$ cat src/rtl/led_sequence_monitor.sv
// rtl/led_sequence_monitor.sv - passive checker for the up/down bounce sequence on the LED bus
module led_sequence_monitor #(
   parameter int WIDTH        = 4,
   parameter int STALL_CYCLES = 8000000,
   parameter int STALL_W      = 24
) (
   input  logic             clk,
   input  logic             rst_btn,
   input  logic             clear,
   input  logic [WIDTH-1:0] led,
   output logic [2:0]       state,
   output logic             err_pulse,
   output logic             err,
   output logic [7:0]       err_count,
   output logic [7:0]       round_count
);

   typedef enum logic [2:0] {
      S_IDLE       = 3'd0,
      S_UP         = 3'd1,
      S_DOWN       = 3'd2,
      S_PAUSE_UP   = 3'd3,
      S_PAUSE_DOWN = 3'd4,
      S_LOST       = 3'd5
   } state_t;

   localparam logic [WIDTH-1:0]   LED_ZERO   = '0;
   localparam logic [WIDTH-1:0]   LED_ONE    = {{(WIDTH-1){1'b0}}, 1'b1};
   localparam logic [WIDTH-1:0]   LED_MAX    = '1;
   localparam logic [STALL_W-1:0] STALL_MAX  = STALL_W'(STALL_CYCLES);
   localparam logic [STALL_W-1:0] STALL_LAST = STALL_W'(STALL_CYCLES - 1);

   state_t             state_q;
   state_t             state_d;
   logic [WIDTH-1:0]   led_q;
   logic [WIDTH-1:0]   step;
   logic [STALL_W-1:0] stall_cnt;
   logic [STALL_W-1:0] stall_d;
   logic               changed;
   logic               up_step;
   logic               down_step;
   logic               at_zero;
   logic               at_max;
   logic               stall_hit;
   logic               bad;
   logic               round_inc;

   assign state = state_q;

   // Classify the step between the previous sample and the current LED value.
   always_comb begin
      step      = led - led_q;
      changed   = (led != led_q);
      up_step   = changed && (step == LED_ONE);
      down_step = changed && (step == LED_MAX);
      at_zero   = (led_q == LED_ZERO);
      at_max    = (led_q == LED_MAX);
      // This sample would be the STALL_CYCLES-th unchanged one in a row.
      stall_hit = (stall_cnt >= STALL_LAST);
      if (changed) begin
         stall_d = '0;
      end else if (stall_cnt == STALL_MAX) begin
         stall_d = stall_cnt;
      end else begin
         stall_d = stall_cnt + 1'b1;
      end
   end

   // Next phase of the bounce sequence, plus error and turnaround strobes.
   always_comb begin
      state_d   = state_q;
      bad       = 1'b0;
      round_inc = 1'b0;
      case (state_q)
         S_IDLE: begin
            if (changed) begin
               if (up_step && at_zero) begin
                  state_d = S_UP;
               end else begin
                  bad     = 1'b1;
                  state_d = S_LOST;
               end
            end
         end
         S_UP, S_PAUSE_UP: begin
            if (changed) begin
               if (up_step && !at_max) begin
                  state_d = S_UP;
               end else if (down_step && at_max) begin
                  state_d = S_DOWN;
               end else begin
                  bad     = 1'b1;
                  state_d = S_LOST;
               end
            end else if ((state_q == S_UP) && stall_hit) begin
               state_d = S_PAUSE_UP;
            end
         end
         S_DOWN, S_PAUSE_DOWN: begin
            if (changed) begin
               if (down_step && !at_zero) begin
                  state_d = S_DOWN;
               end else if (up_step && at_zero) begin
                  state_d   = S_UP;
                  round_inc = 1'b1;
               end else begin
                  bad     = 1'b1;
                  state_d = S_LOST;
               end
            end else if ((state_q == S_DOWN) && stall_hit) begin
               state_d = S_PAUSE_DOWN;
            end
         end
         S_LOST: begin
            // Resynchronise on the first legal step; stalls are not tracked here.
            if (up_step) begin
               state_d = S_UP;
            end else if (down_step) begin
               state_d = S_DOWN;
            end else if (changed) begin
               bad = 1'b1;
            end
         end
         default: begin
            state_d = S_IDLE;
         end
      endcase
   end

   // Register the sample, stall timer, phase and error/round bookkeeping; clear overrides all but the sample.
   always_ff @(posedge clk or negedge rst_btn) begin
      if (!rst_btn) begin
         led_q       <= '0;
         stall_cnt   <= '0;
         state_q     <= S_IDLE;
         err_pulse   <= 1'b0;
         err         <= 1'b0;
         err_count   <= 8'd0;
         round_count <= 8'd0;
      end else begin
         led_q <= led;
         if (clear) begin
            stall_cnt   <= '0;
            state_q     <= S_IDLE;
            err_pulse   <= 1'b0;
            err         <= 1'b0;
            err_count   <= 8'd0;
            round_count <= 8'd0;
         end else begin
            stall_cnt <= stall_d;
            state_q   <= state_d;
            err_pulse <= bad;
            if (bad) begin
               err <= 1'b1;
               if (err_count != 8'hFF) begin
                  err_count <= err_count + 8'd1;
               end
            end
            if (round_inc) begin
               round_count <= round_count + 8'd1;
            end
         end
      end
   end

endmodule

$ cat config.mk
export PLATFORM = sky130hd
export DESIGN_NAME = led_sequence_monitor
export DESIGN_NICKNAME = d
export VERILOG_FILES = /design/src/rtl/led_sequence_monitor.sv
export SDC_FILE = /design/constraint.sdc
export NUM_CORES = 1
export LEC_CHECK = 0
export BUFFER_PORTS_ARGS = -buffer_cell sky130_fd_sc_hd__buf_2
export CAP_MARGIN = 10
export CORE_ASPECT_RATIO = 0.6
export CORE_MARGIN = 4
export CORE_UTILIZATION = 51
export CTS_BUF_LIST = sky130_fd_sc_hd__clkbuf_2 sky130_fd_sc_hd__clkbuf_4 sky130_fd_sc_hd__clkbuf_8
export CTS_CLUSTER_SIZE = 10
export DETAILED_ROUTE_END_ITERATION = 10
export GPL_ROUTABILITY_DRIVEN = 0
export HOLD_SLACK_MARGIN = 0.05
export PLACE_DENSITY = 0.74
export RECOVER_POWER = 50
export SETUP_SLACK_MARGIN = 0.1
export SYNTH_ARGS = -nofsm -noshare
export SYNTH_HDL_FRONTEND = slang
export SYNTH_SLANG_ARGS = --single-unit
$ cat constraint.sdc
create_clock -name clk -period 2.7 [get_ports clk]
set_clock_uncertainty 0.15 [all_clocks]
set_input_delay 0.54 -clock clk [delete_from_list [all_inputs] [get_ports clk]]
set_output_delay 0.54 -clock clk [all_outputs]
set_load 0.01 [all_outputs]
**Word-level counts from Yosys, hierarchy flattened**

Cells that the tools add are included.

- Shifts and indexed selects: 0
- Add/subtract/negate cells: 4
- Div/mod/pow operators: 0
- Bitwise gates (word level): 0
- Multiplexer cells: 39
- Reduce and logical (&&, ||, !) cells: 19
- Equal/unequal tests: 16
- Order comparisons: 1
- Multipliers: 0

Operators with widths:

| cell | number |
|---|---|
| two-way mux 24 bit | 3 |
| two-way mux 8 bit | 5 |
| two-way mux 3 bit | 12 |
| adder 24 x 1 -> 24 bit, second input constant | 1 |
| == test 24 x 23 -> 1 bit, second input constant | 1 |
| >= comparator 24 x 23 -> 1 bit, second input constant | 1 |
| two-way mux 1 bit | 17 |
| adder 8 x 1 -> 8 bit, second input constant | 2 |
| inequality test 4 bit, second input constant | 3 |
| one-hot mux 3 bit (4 select lines) | 1 |
| == test 4 bit, second input constant | 2 |
| logical AND 1 bit | 8 |
| inequality test 8 bit, second input constant | 1 |
| == test 3 x 2 -> 1 bit, second input constant | 2 |
| == test 3 bit, second input constant | 2 |
| inequality test 3 bit, second input constant | 2 |
| nonzero test 2 bit | 3 |
| == test 4 x 1 -> 1 bit, second input constant | 1 |
| zero test 4 bit | 1 |
| inequality test 4 bit | 1 |
| one-hot mux 1 bit (4 select lines) | 1 |
| AND reduction 4 bit | 1 |
| OR reduction 2 bit | 2 |
| subtractor 4 bit | 1 |
| other kinds (4) | 5 |

- Logic and storage cells: 86
- Flip-flop bits (word level): 49
- Bits in latches: 0
- RAM bits: 0
- Output and inout bits: 21
- ROM bits: 0
- Memories kept: 0

**Depth between registers and ports, before layout**

- Depth in word-level cells: 10
- Gate-level depth with buffers: 12

**Least setup slack after synthesis**

No wires, ideal clock.

- Kind: input-to-reg
- Start: input port led[2]
- End: register err_count[3]
- Cell stages on the path: 9
- Path slack: -303 ps
- Data arrival time: 2729 ps
- Path buffers: 1
- Cells stage by stage: ha_1 > and3b_1 > or3_4 > and3_1 > clkbuf_2 > nand4b_2 > a2bb2oi_4 > a21boi_0 > mux2_2

- Longest elaborated chain between the ends: 10
- Elaborated cells on any way between the ends: 23

RTL lines:

| item | RTL line | source |
|---|---|---|
| from (decl) | 10 | `input logic [WIDTH-1:0] led,` |
| subtractor 4 bit | 52 | `step = led - led_q;` |
| == test 4 x 1 -> 1 bit or == test 4 bit (tied branches) | 54, 55 |  |
| logical AND 1 bit, on equally long branches | 54, 55 |  |
| logical AND 1 bit, on equally long branches | 77, 103, 89 |  |
| two-way mux 1 bit, on equally long branches | 77, 103, 89 |  |
| two-way mux 1 bit, on equally long branches | 101, 87 |  |
| two-way mux 1 bit, on equally long branches | 100, 86 |  |
| one-hot mux 1 bit (4 select lines) (*) | 74 | `case (state_q)` |
| nonzero test 2 bit (no source line) (*) | n/a |  |
| AND reduction 2 bit (no source line) (*) | n/a |  |
| to (signal assigned) | 156 | `err_count <= err_count + 8'd1;` |
| to (decl) | 14 | `output logic [7:0] err_count,` |

Every way passes the cells marked *; elsewhere a longest branch is shown, timed or not.
A chain may end at the register's enable or synchronous reset.

**Worst setup path in the final report**

- Start: register led_q[2]
- End: register err_count[3]

- Longest elaborated chain between the ends: 10
- Elaborated cells on any way between the ends: 27

RTL lines:

| item | RTL line | source |
|---|---|---|
| from (decl) | 35 | `logic [WIDTH-1:0] led_q;` |
| from (signal assigned) | 141 | `led_q <= led;` |
| subtractor 4 bit | 52 |  |
| == test 4 x 1 -> 1 bit or == test 4 bit (tied branches) | 54, 55 |  |
| logical AND 1 bit, on equally long branches | 54, 55 |  |
| logical AND 1 bit, on equally long branches | 77, 103, 89 |  |
| two-way mux 1 bit, on equally long branches | 77, 103, 89 |  |
| two-way mux 1 bit, on equally long branches | 101, 87 |  |
| two-way mux 1 bit, on equally long branches | 100, 86 |  |
| one-hot mux 1 bit (4 select lines) (*) | 74 |  |
| nonzero test 2 bit (no source line) (*) | n/a |  |
| AND reduction 2 bit (no source line) (*) | n/a |  |

Marks and branches as above.

==> run summary <==
Worst Tran Pin Value = 1.70 ns
Die height = 66.2 µm
Area of the multi-input gates = 1800 µm²
Final antenna-violating net count = 0
Vias/cell = 5.64
CTS max path bufs = 2
Hold Crit Class = in -> reg
Post-synth EDFFs = 0
Die Width = 105 µm
Hold_sp = led[0]
VDD IR max = 0.346 mV
Slew margin rel. = -13.3%
Die area = 6940 µm²
# placed instances = 412
Number of I/O port buffers = 27
Reg2reg path depth = 11
DP Area = 3340 µm²
Async SR Flop Fraction = 100%
Slowest cell on crit path = dfrtp_1
Post-Synthesis Cells = 307
Avg Cell Area, Syn = 9.37 µm²
CTS tree = done
Clock sinks = 49
Gr usage total = 20.4%
CP bufs+invs = 3
Worst-Skew Late Latency = 0.31 ns
Post-synth top area cell = dfrtp_1
Tcrit/Tclk final = 102%
Core Area = 5260 µm²
Highest metal used = met4
Met2 wire length = 2.78 mm
R2r setup slk = -0.05 ns
Number of antenna diodes = 0
Overflow after GRT = 0
Area contributors post-synth = dfrtp_1 (43%), nor2_1 (6.7%), xor2_1 (5.8%)
Filler instances = 414
Yosys warnings = 0
Number of remaining DRC errors = 0
Fin cells = 431
Clk slew on worst S/H paths = 0.09 ns
Outcome = complete, but fails checks
Ys flop type = dfrtp_1
Tmin final = 2.75 ns
Nets = 379
Area delta synth->final = 26.9%
Hold Path Cell Cnt = 1
Pwr per Cell Area = 613 nW/µm²
Global-route wire length before repair = 11.3 mm
Detailed Route Iter0 Violations = 160
Final Instance Area = 3650 µm²
Failing checks = capacitance limit, slew limit, setup timing
CP cell instances = inv_2 > ha_4 > a21o_1 > or3_4 > buf_4 > a21o_4 > o21a_4 > a2bb2oi_4 > buf_12 > a21boi_2 > mux2_4
Total power = 0.00224 W
Lkg Pwr = 1.58 nW
PnR worst setup slack = -0.0468 ns
Max Cap Violations = 1
Yosys top cell area share = 42.6%
Crit path max-delay family = compound AO/OA/AOI/OAI gates
Synthesized flop and latch total = 49
FP Rows = 20
Layout cells sized above 1 = 29.6%
Metal1 wirelength = 3.41 mm
Routed WL = 6.62 mm
Vias in the first global route = 2328
Final hold vios = 0
Reg-to-Reg End = err_count[3]
Hold endpoint = led_q[0]
Register area = 1230 µm²
Initial antenna violation count = 0
Top-Level Pins = 28
Dpl hpwl = 4.60 mm
Reg2reg start = led_q[2]
CTS root buf = clkbuf_8
Final core occ = 69.4%
CTS H-tree depth = 2
CTS Buf Count = 5
Crit path capture type = flop
FMAX = 364 MHz
Largest net degree at the start of global routing = 32
Via count = 2432
Met3 WL post-DR = 377 µm
Sequential-to-total area share from yosys stat = 42.6%
Post-Syn Nets = 322
Kind of critical path = reg -> reg
TritonRoute pass-1 iters = 6
CP Data Arrival Time = 2.79 ns
Netlist Area Pre-Place = 2880 µm²
# hold bufs at CTS = 0
Initial Util = 54.7%
Avg WL per Cell = 15.3 µm
Slew Limit Fails = 32
Critical Path RT = 2.74 ns
Synth cell types = 52
Max FO, Critical Path = 8
Slowest stage delay, CP = 0.40 ns
Setup Viol. Count Final = 7
RSZ-0062 raised after global routing = true
Startpoint Class = flop
[layer usage]
layer | GRT usage (%) | vias up
li1 | - | 1183
met1 | 30.3 | 1165
met2 | 29.8 | 79
met3 | 4.49 | 5
met4 | 5.56 | 0
met5 | 0 | -
[sequential cells by signal, summed over array words and instances, names as in the netlist]
signal       flops
round_count      8
err_pulse        1
err              1
led_q            4
err_count        8
state            3
stall_cnt       24
[how the worst max path moves through the flow]
stage | from | cells after the start | slack (ns) | end
global route | led_q[2] | 11 | -0.11 | err_count[6]
CTS | led_q[1] | 10 | 0.02 | err_count[0]
finish | led_q[2] | 11 | -0.05 | err_count[3]
detailed placement | led[0] | 12 | -0.27 | err_count[4]
floorplan | led[2] | 9 | -0.11 | err_count[0]
global placement | led[0] | 11 | -0.22 | err_count[6]
[layout by cell type (no fill, tap or decap), types with 4 or more instances in the layout]
cell / instances
clkbuf_1: 5
a31oi_1: 4
inv_2: 4
xnor2_1: 11
clkbuf_8: 5
and3_1: 5
xor2_1: 19
nand3_1: 15
inv_1: 5
a21oi_1: 5
and4_1: 4
o21ai_0: 6
dfrtp_1: 49
ha_1: 4
nand4_1: 9
mux2_4: 7
nor2b_1: 12
buf_2: 24
or3_1: 4
buf_4: 28
a21oi_4: 5
nand2_1: 20
nor2_1: 51
[power breakdown]
part	total (W)	internal, W	switching, W	leakage, nW
clock network	0.000446	0.000184	0.000261	0.0445
registers	0.000868	0.000784	0.0000845	0.667
logic	0.000922	0.000437	0.000485	0.872
[cells by family (layout without fill, tap and decap cells)]
logic type                 after synthesis  count (layout)  share of synthesized area [%]
AOI/OAI and AO/OA                       44              44                           11.8
xor gates and xnor gates                31              31                           9.44
adders and majority gates                8               8                           3.74
buffers and inverters                   21              79                           2.83
DFF                                     49              49                           42.6
muxes                                   10              10                           3.79
and+or+nand+nor                        144             144                           25.8
[layout make-up]
cell class | instances | share of cell area [%]
Multi-Input combinational cell | 237 | 49.3
Sequential cell | 49 | 33.6
Timing Repair Buffer | 62 | 11.4
Tap cell | 66 | 2.26
Clock buffer | 5 | 1.89
Inverter | 9 | 0.926
Clock inverter | 3 | 0.583
[cells in the mapped netlist, types with 4 or more instances]
cell type / number
nor2_1: 51
dfrtp_1: 49
nand2_1: 21
xor2_1: 19
nand3_1: 15
a21oi_1: 12
nor2b_1: 12
xnor2_1: 12
clkbuf_1: 10
inv_1: 9
nand4_1: 9
and3_1: 7
ha_1: 7
mux2_2: 7
o21ai_0: 6
a31oi_1: 5
and4_1: 4
or3_1: 4
[through the flow]
step	setup TNS (ns)	hold slack [ns]	setup WS [ns]
floorplan	-0.750	0.0944	-0.108
global placement	-2.39	0.348	-0.217
detailed placement	-3.15	0.361	-0.267
CTS	0	0.147	0.0213
global route	-1.08	0.213	-0.111
finish	-0.239	0.212	-0.0468
[timing repair]
item	4_1_cts	5_1_grt
setup buffers	8	3
pin swaps	14	8
resized for setup	21	7
setup endpoints to repair	10	20
Note: power is estimated with default switching activity, not from simulation.
